$ cat src/rtl/logic_unit_arbiter_pkg.sv
// Shared constants for the two-port logic-unit arbiter: opcode encodings and source IDs.
package logic_unit_arbiter_pkg;
  localparam logic [1:0] LU_AND = 2'b00;
  localparam logic [1:0] LU_OR  = 2'b01;
  localparam logic [1:0] LU_XOR = 2'b10;
  localparam logic [1:0] LU_NOR = 2'b11;

  localparam logic SRC_EX = 1'b0;
  localparam logic SRC_BR = 1'b1;
endpackage

$ cat src/rtl/logic_unit_arbiter_logic_unit.sv
// Purely combinational bitwise logic unit: y = op(a, b).
module logic_unit
  import logic_unit_arbiter_pkg::*;
#(
  parameter int WIDTH = 32
) (
  input  logic [1:0]       i_op,
  input  logic [WIDTH-1:0] i_a,
  input  logic [WIDTH-1:0] i_b,
  output logic [WIDTH-1:0] o_y
);
  always_comb begin
    o_y = '0;
    case (i_op)
      LU_AND:  o_y = i_a & i_b;
      LU_OR:   o_y = i_a | i_b;
      LU_XOR:  o_y = i_a ^ i_b;
      LU_NOR:  o_y = ~(i_a | i_b);
      default: o_y = '0;
    endcase
  end
endmodule

$ cat src/rtl/logic_unit_arbiter.sv
// Round-robin arbiter sharing one logic unit between the EX path (port 0) and the
// branch/immediate-mask path (port 1), with a single registered, back-pressurable result.
module logic_unit_arbiter
  import logic_unit_arbiter_pkg::*;
#(
  parameter int WIDTH = 32,
  parameter int TAG_W = 4
) (
  input  logic             clk,
  input  logic             reset,
  input  logic             r0_valid,
  output logic             r0_ready,
  input  logic [1:0]       r0_op,
  input  logic [WIDTH-1:0] r0_a,
  input  logic [WIDTH-1:0] r0_b,
  input  logic [TAG_W-1:0] r0_tag,
  input  logic             r1_valid,
  output logic             r1_ready,
  input  logic [1:0]       r1_op,
  input  logic [WIDTH-1:0] r1_a,
  input  logic [WIDTH-1:0] r1_b,
  input  logic [TAG_W-1:0] r1_tag,
  output logic             res_valid,
  input  logic             res_ready,
  output logic [WIDTH-1:0] res_data,
  output logic             res_src,
  output logic [TAG_W-1:0] res_tag,
  output logic             busy
);
  logic             r_res_valid;
  logic [WIDTH-1:0] r_res_data;
  logic             r_res_src;
  logic [TAG_W-1:0] r_res_tag;
  logic             r_last_grant;

  logic             w_slot_free;
  logic             w_grant0;
  logic             w_grant1;
  logic             w_accept;
  logic [1:0]       w_op;
  logic [WIDTH-1:0] w_a;
  logic [WIDTH-1:0] w_b;
  logic [TAG_W-1:0] w_tag;
  logic [WIDTH-1:0] w_y;

  // Grants depend only on the valids and last_grant, so neither ready feeds the other.
  assign w_slot_free = !r_res_valid || res_ready;
  assign w_grant0    = r0_valid && (!r1_valid || (r_last_grant == SRC_BR));
  assign w_grant1    = r1_valid && (!r0_valid || (r_last_grant == SRC_EX));
  assign r0_ready    = w_grant0 && w_slot_free && !reset;
  assign r1_ready    = w_grant1 && w_slot_free && !reset;
  assign w_accept    = r0_ready || r1_ready;

  assign w_op  = w_grant1 ? r1_op  : r0_op;
  assign w_a   = w_grant1 ? r1_a   : r0_a;
  assign w_b   = w_grant1 ? r1_b   : r0_b;
  assign w_tag = w_grant1 ? r1_tag : r0_tag;

  logic_unit #(.WIDTH(WIDTH)) u_lu (
    .i_op (w_op),
    .i_a  (w_a),
    .i_b  (w_b),
    .o_y  (w_y)
  );

  always_ff @(posedge clk) begin
    if (reset) begin
      r_res_valid  <= 1'b0;
      r_res_data   <= '0;
      r_res_src    <= SRC_EX;
      r_res_tag    <= '0;
      r_last_grant <= SRC_BR;
    end else if (w_accept) begin
      r_res_valid  <= 1'b1;
      r_res_data   <= w_y;
      r_res_src    <= w_grant1 ? SRC_BR : SRC_EX;
      r_res_tag    <= w_tag;
      r_last_grant <= w_grant1 ? SRC_BR : SRC_EX;
    end else if (res_ready) begin
      // Drain with no replacement: data/src/tag keep their last values.
      r_res_valid  <= 1'b0;
    end
  end

  assign res_valid = r_res_valid;
  assign res_data  = r_res_data;
  assign res_src   = r_res_src;
  assign res_tag   = r_res_tag;
  assign busy      = r_res_valid || r0_valid || r1_valid;
endmodule

$ cat config.mk
export PLATFORM = sky130hd
export DESIGN_NAME = logic_unit_arbiter
export DESIGN_NICKNAME = d
export VERILOG_FILES = /design/src/rtl/logic_unit_arbiter_pkg.sv /design/src/rtl/logic_unit_arbiter_logic_unit.sv /design/src/rtl/logic_unit_arbiter.sv
export SDC_FILE = /design/constraint.sdc
export NUM_CORES = 1
export LEC_CHECK = 0
export ABC_AREA = 1
export BUFFER_PORTS_ARGS = -buffer_cell sky130_fd_sc_hd__buf_2
export CORE_UTILIZATION = 37
export DETAILED_ROUTE_END_ITERATION = 7
export SLEW_MARGIN = 10
export SYNTH_ARGS = -nofsm -noshare
export SYNTH_HDL_FRONTEND = slang
export SYNTH_HIERARCHICAL = 1
export SYNTH_SLANG_ARGS = --single-unit
$ cat constraint.sdc
create_clock -name clk -period 3.7 [get_ports clk]
set_input_delay 0.185 -clock clk [delete_from_list [all_inputs] [get_ports clk]]
set_output_delay 0.185 -clock clk [all_outputs]
set_load 0.02 [all_outputs]
Word-level counts from Yosys, hierarchy flattened
Index checks and enable logic that the tools add are counted.
Widths: inputs -> output; s select.
{ "classes": {"n_addsub": 0, "mul": 0, "n_div": 0, "order_cmp": 0, "eq_ne": 3, "shift": 0, "mux": 8, "n_bitwise": 5, "reduce_logical": 18} }
{ "op_table": {"columns": ["op", "count"], "rows": [
  ["$pmux 32 s4", 1],
  ["$mux 32", 2],
  ["$and 32x32->32", 1],
  ["$not 32->32", 1],
  ["$or 32x32->32", 1],
  ["$xor 32x32->32", 1],
  ["$logic_and 1x1->1", 6],
  ["$logic_or 1x1->1", 6],
  ["$eq 2x2->1 const B", 2],
  ["$logic_not 1->1", 4],
  ["$mux 4", 1],
  ["$mux 1", 3],
  ["$eq 2x1->1 const B", 1],
  ["$logic_not 2->1", 1],
  ["$mux 2", 1],
  ["$reduce_bool 2->1", 1],
  ["$not 1->1", 1]
]} }
{ "word_totals": {"regBits": 39, "latch_bits": 0, "ramBits": 0, "mem_bits_ro": 0, "input_bits": 145, "n_memories": 0} }

Logic depth before layout (Yosys ltp)
{ "depth": {"depth_word": 7, "mapped_depth": 14, "ltp_nobuf": 12} }

By module
Netlist, hierarchy kept.
{ "by_module_without_submodules": {"columns": ["mod", "n_inst", "cells_each", "area_per_inst_um2", "seq_area_each_um2"], "rows": [
  ["logic_unit_arbiter", 1, 481, 2578.7, 780.7],
  ["logic_unit", 1, 343, 2094.5, 0.0]
]} }

Least setup slack after synthesis
OpenSTA, ideal clock, no wires.
{ "synth_path": {"kind": "register to register", "startpoint": "reg r_last_grant", "endpoint": "reg r_res_data[10], in the netlist res_data[10]", "setup_ns": 0.113, "arrival_time_ns": 1.567, "required_ns": 3.587, "setup_slack_ns": 2.020, "path_stages_with_launch": 13, "path_cell_list": "dfxtp_1 -> nand2_1 -> nand2_4 -> inv_4 -> clkbuf_1 -> nand2_1 -> nand2_1 -> inv_1 -> ha_1 -> nand3_1 -> nand4_1 -> nor2_1 -> nor2_1"} }
{ "synth_via": {"elab_chain_cells": 7, "word_cells_on_any_way": 22} }
{ "synth_lines": {"columns": ["item", "line", "source"], "rows": [
  ["start, declared", "logic_unit_arbiter.sv:34", "logic r_last_grant;"],
  ["start signal, assigned", "logic_unit_arbiter.sv:78", "r_last_grant <= w_grant1 ? SRC_BR : SRC_EX;"],
  ["$not 1->1 (*)", "logic_unit_arbiter.sv:49", "assign w_grant1 = r1_valid && (!r0_valid || (r_last_grant == SRC_EX));"],
  ["$logic_or 1x1->1 (*)", "logic_unit_arbiter.sv:49", null],
  ["$logic_and 1x1->1 (*)", "logic_unit_arbiter.sv:49", null],
  ["$mux 32 (*)", "logic_unit_arbiter.sv:55", "assign w_a = w_grant1 ? r1_a : r0_a;"],
  ["net w_a[10]", "logic_unit_arbiter.sv:41", "logic [WIDTH-1:0] w_a;"],
  ["$or 32x32->32", "logic_unit_arbiter_logic_unit.sv:16, logic_unit_arbiter_logic_unit.sv:18", null],
  ["$not 32->32", "logic_unit_arbiter_logic_unit.sv:18", "LU_NOR: o_y = ~(i_a | i_b);"],
  ["$pmux 32 s4 (*)", "logic_unit_arbiter_logic_unit.sv:14", "case (i_op)"],
  ["net w_y[10]", "logic_unit_arbiter.sv:44", "logic [WIDTH-1:0] w_y;"],
  ["end signal, assigned", "logic_unit_arbiter.sv:75", "r_res_data <= w_y;"],
  ["end, declared", "logic_unit_arbiter.sv:31", "logic [WIDTH-1:0] r_res_data;"]
]} }
Mark *: on every way through the listed nets, which the timed path passes. The rest lies on a longest branch.
A chain may end at the register's enable or synchronous reset.

Worst setup path in the final report
{ "layout_path": {"startpoint": "reg r_last_grant", "endpoint": "reg r_res_data[3], in the netlist res_data[3]"} }
{ "layout_via": {"word_cells_on_any_way": 22} }
{ "layout_lines": {"columns": ["item", "line", "source"], "rows": [
  ["$not 1->1 (*)", "logic_unit_arbiter.sv:49", null],
  ["$logic_or 1x1->1 (*)", "logic_unit_arbiter.sv:49", null],
  ["$logic_and 1x1->1 (*)", "logic_unit_arbiter.sv:49", null],
  ["$mux 2 (*)", "logic_unit_arbiter.sv:54", "assign w_op = w_grant1 ? r1_op : r0_op;"],
  ["net w_op[0]", "logic_unit_arbiter.sv:40", "logic [1:0] w_op;"],
  ["$eq 2x2->1 (tied with other cells)", "logic_unit_arbiter_logic_unit.sv:14", null],
  ["$pmux 32 s4 (*)", "logic_unit_arbiter_logic_unit.sv:14", null],
  ["net w_y[3]", "logic_unit_arbiter.sv:44", null]
]} }
Marked as above.

==> metrics.txt <==
run status finished clean; post-route setup TNS 0 ps; drt total wl 12900 um; worst vdd ir 0.000157 V; root buffer cell clkbuf_16; largest net degree at the start of global routing 65; die width 114 um; layout cell share with drive strength beyond 1 0.215; Clock Sinks 39; Worst setup EP type flip-flop; Ant. Diodes 0; placed insts 1135; first-pass GRT wire length 21800 um; FF+latch count, synth 39; I/O Buffers 185; initial drt markers 250; syn_area_per_cell 5.67 sq um; max cap viols 0; worst rel slew slack 0.425; vias 5140; # setup viols final 0; io pins 186; Max Clock Skew 6.43 ps; CTS tree yes; Syn Std Cell Area 0.00467 sq mm; metal3 WL 732 um; Worst-Skew Late Latency 280 ps; Via-to-Cell Ratio 4.50; hold_ws 90.1 ps; Max Root-Sink Buffers 2; Mapped Cells 824; Setup crit start kind flip-flop; core area between 0.01 and 0.015 sq mm; Fin. Hold Viols 0; Seq. cell area 781 sq um; # hold bufs at CTS 0; CTS buffer count 5; Hold WC Path Type input pin to flip-flop; Final Max Slew Viols 0; # fillers ~1400; WL met1 6030 um; Fmax 0.376 GHz; full die area ~0.013 sq mm; Non-Filler Instances ~1100; Critical Path Fanout Max 43; Yosys Warn Count 6; routed len/inst 11.3 um; RSZ-0062 raised after global routing false; antenna violations before repair 0; pwr dens a little under 300 mW/mm^2; DP HPWL 9170 um; initial core utilization 0.384; vias in the first global route 4751; DR top layer met4; Post-route DRC 0; Critical Path AT 2880 ps; Slew @ Worst Pin 861 ps; nets@finish 1183; clk slew on worst S/H paths 60 ps; Rows 40; GRT Resource Usage Total 0.205; First-pass DRT Iterations 5; WP data required about 4000 ps; Pleak ~3.5 nW; PostCTS Resize Cnt 0; final period utilization 0.719; area delta synth->final 22.1%; htree depth 2; CP Class flip-flop to flip-flop; postcts setup bufs 0; Multi-input gate area 0.00308 sq mm; Antenna Nets Post-Route 0; wire length on met2 5970 um; register area share after synthesis 0.167; distinct cell type count after synthesis 21; routability congestion estimate around 0.78; die height 114 um; global route total overflow 0; Synth Net Count just over 1000; min cycle time layout 2660 ps
## cell type report
cell class,instances,share of cell area
Multi-Input combinational cell,598,0.540
Timing Repair Buffer,191,0.170
Clock inverter,3,0.00263
Sequential cell,39,0.137
Clock buffer,5,0.0219
Tap cell,168,0.0368
Inverter,139,0.0919
## state kept, by name, indices dropped and copies added (netlist names)
name / cells
res_data: 32
res_valid: 1
res_src: 1
r_last_grant: 1
res_tag: 4
## synth_stat cells (all sizes together)
master,instances,share of area
nor2,78,0.073
a21oi,2,0.0021
inv,139,0.11
clkbuf,11,0.0088
nand2,320,0.26
ha,64,0.17
o211ai,1,0.0016
nand3,100,0.11
o21ai,1,0.0011
buf,37,0.054
nand4,32,0.043
dfxtp,39,0.17
## where the power goes
group          switching [mW]  internal, mW  total (mW)
Sequential             0.0241         0.466       0.490
Combinational           0.463         0.275       0.738
Clock                   0.180         0.246       0.426
Total                   0.667         0.988        1.65
## per-stage QoR
step                      setup WS [ps]  cell area [sq um]  power [mW]   util
after floorplan                    2020               4670        1.04      -
after global placement              997               5570        1.24  0.458
after detailed placement           1010               5570        1.24  0.458
after CTS                           991               5710        1.67  0.469
after global routing                681               5710        1.81  0.469
final                              1040               5710        1.65  0.469
## metal layers
layer	vias to the layer above	global-route usage
met5	-	0
met1	2202	0.256
met4	0	0.0416
met2	138	0.371
li1	2791	-
met3	9	0.0291
## final timing paths
check | startpoint | endpoint | slack, ps | cells past startpoint
max | r_last_grant | res_data[3] | 1040 | 11
min | reset | res_valid | 90 | 2
max reg2reg | r_last_grant | res_data[3] | 1040 | 11
min reg2reg | res_src | res_src | 510 | 2
## layout by cell type, fill, tap and decap left out
cell	instances
ha_1	64
a21oi_1	2
inv_2	1
nand2_4	1
clkinv_2	3
nand2_1	316
clkbuf_16	5
nor2_4	4
nor2_8	1
o211ai_1	1
o21ai_0	1
nand2_2	3
buf_4	6
buf_2	185
inv_4	1
nand4_1	32
dfxtp_1	39
inv_1	137
nor2_1	73
nand3_1	100
## worst max-delay path: stages (launching register included)
cell and delay [ps]:
dfxtp_1 320, nand2_1 80, nand2_4 340, inv_4 240, nand2_1 110, nand2_1 70, buf_4 270, nor2_4 730
nand2_1 120, nand4_1 130, nor2_1 50, nor2_1 130
## logic make-up after synthesis
logic type      Yosys count  share of synthesized area
compound gates            4                    0.00482
buf+inv                 187                      0.175
simple gates            530                      0.482
flops                    39                      0.167
fa+ha+maj                64                      0.171
Power figures use the tool's default switching activity.
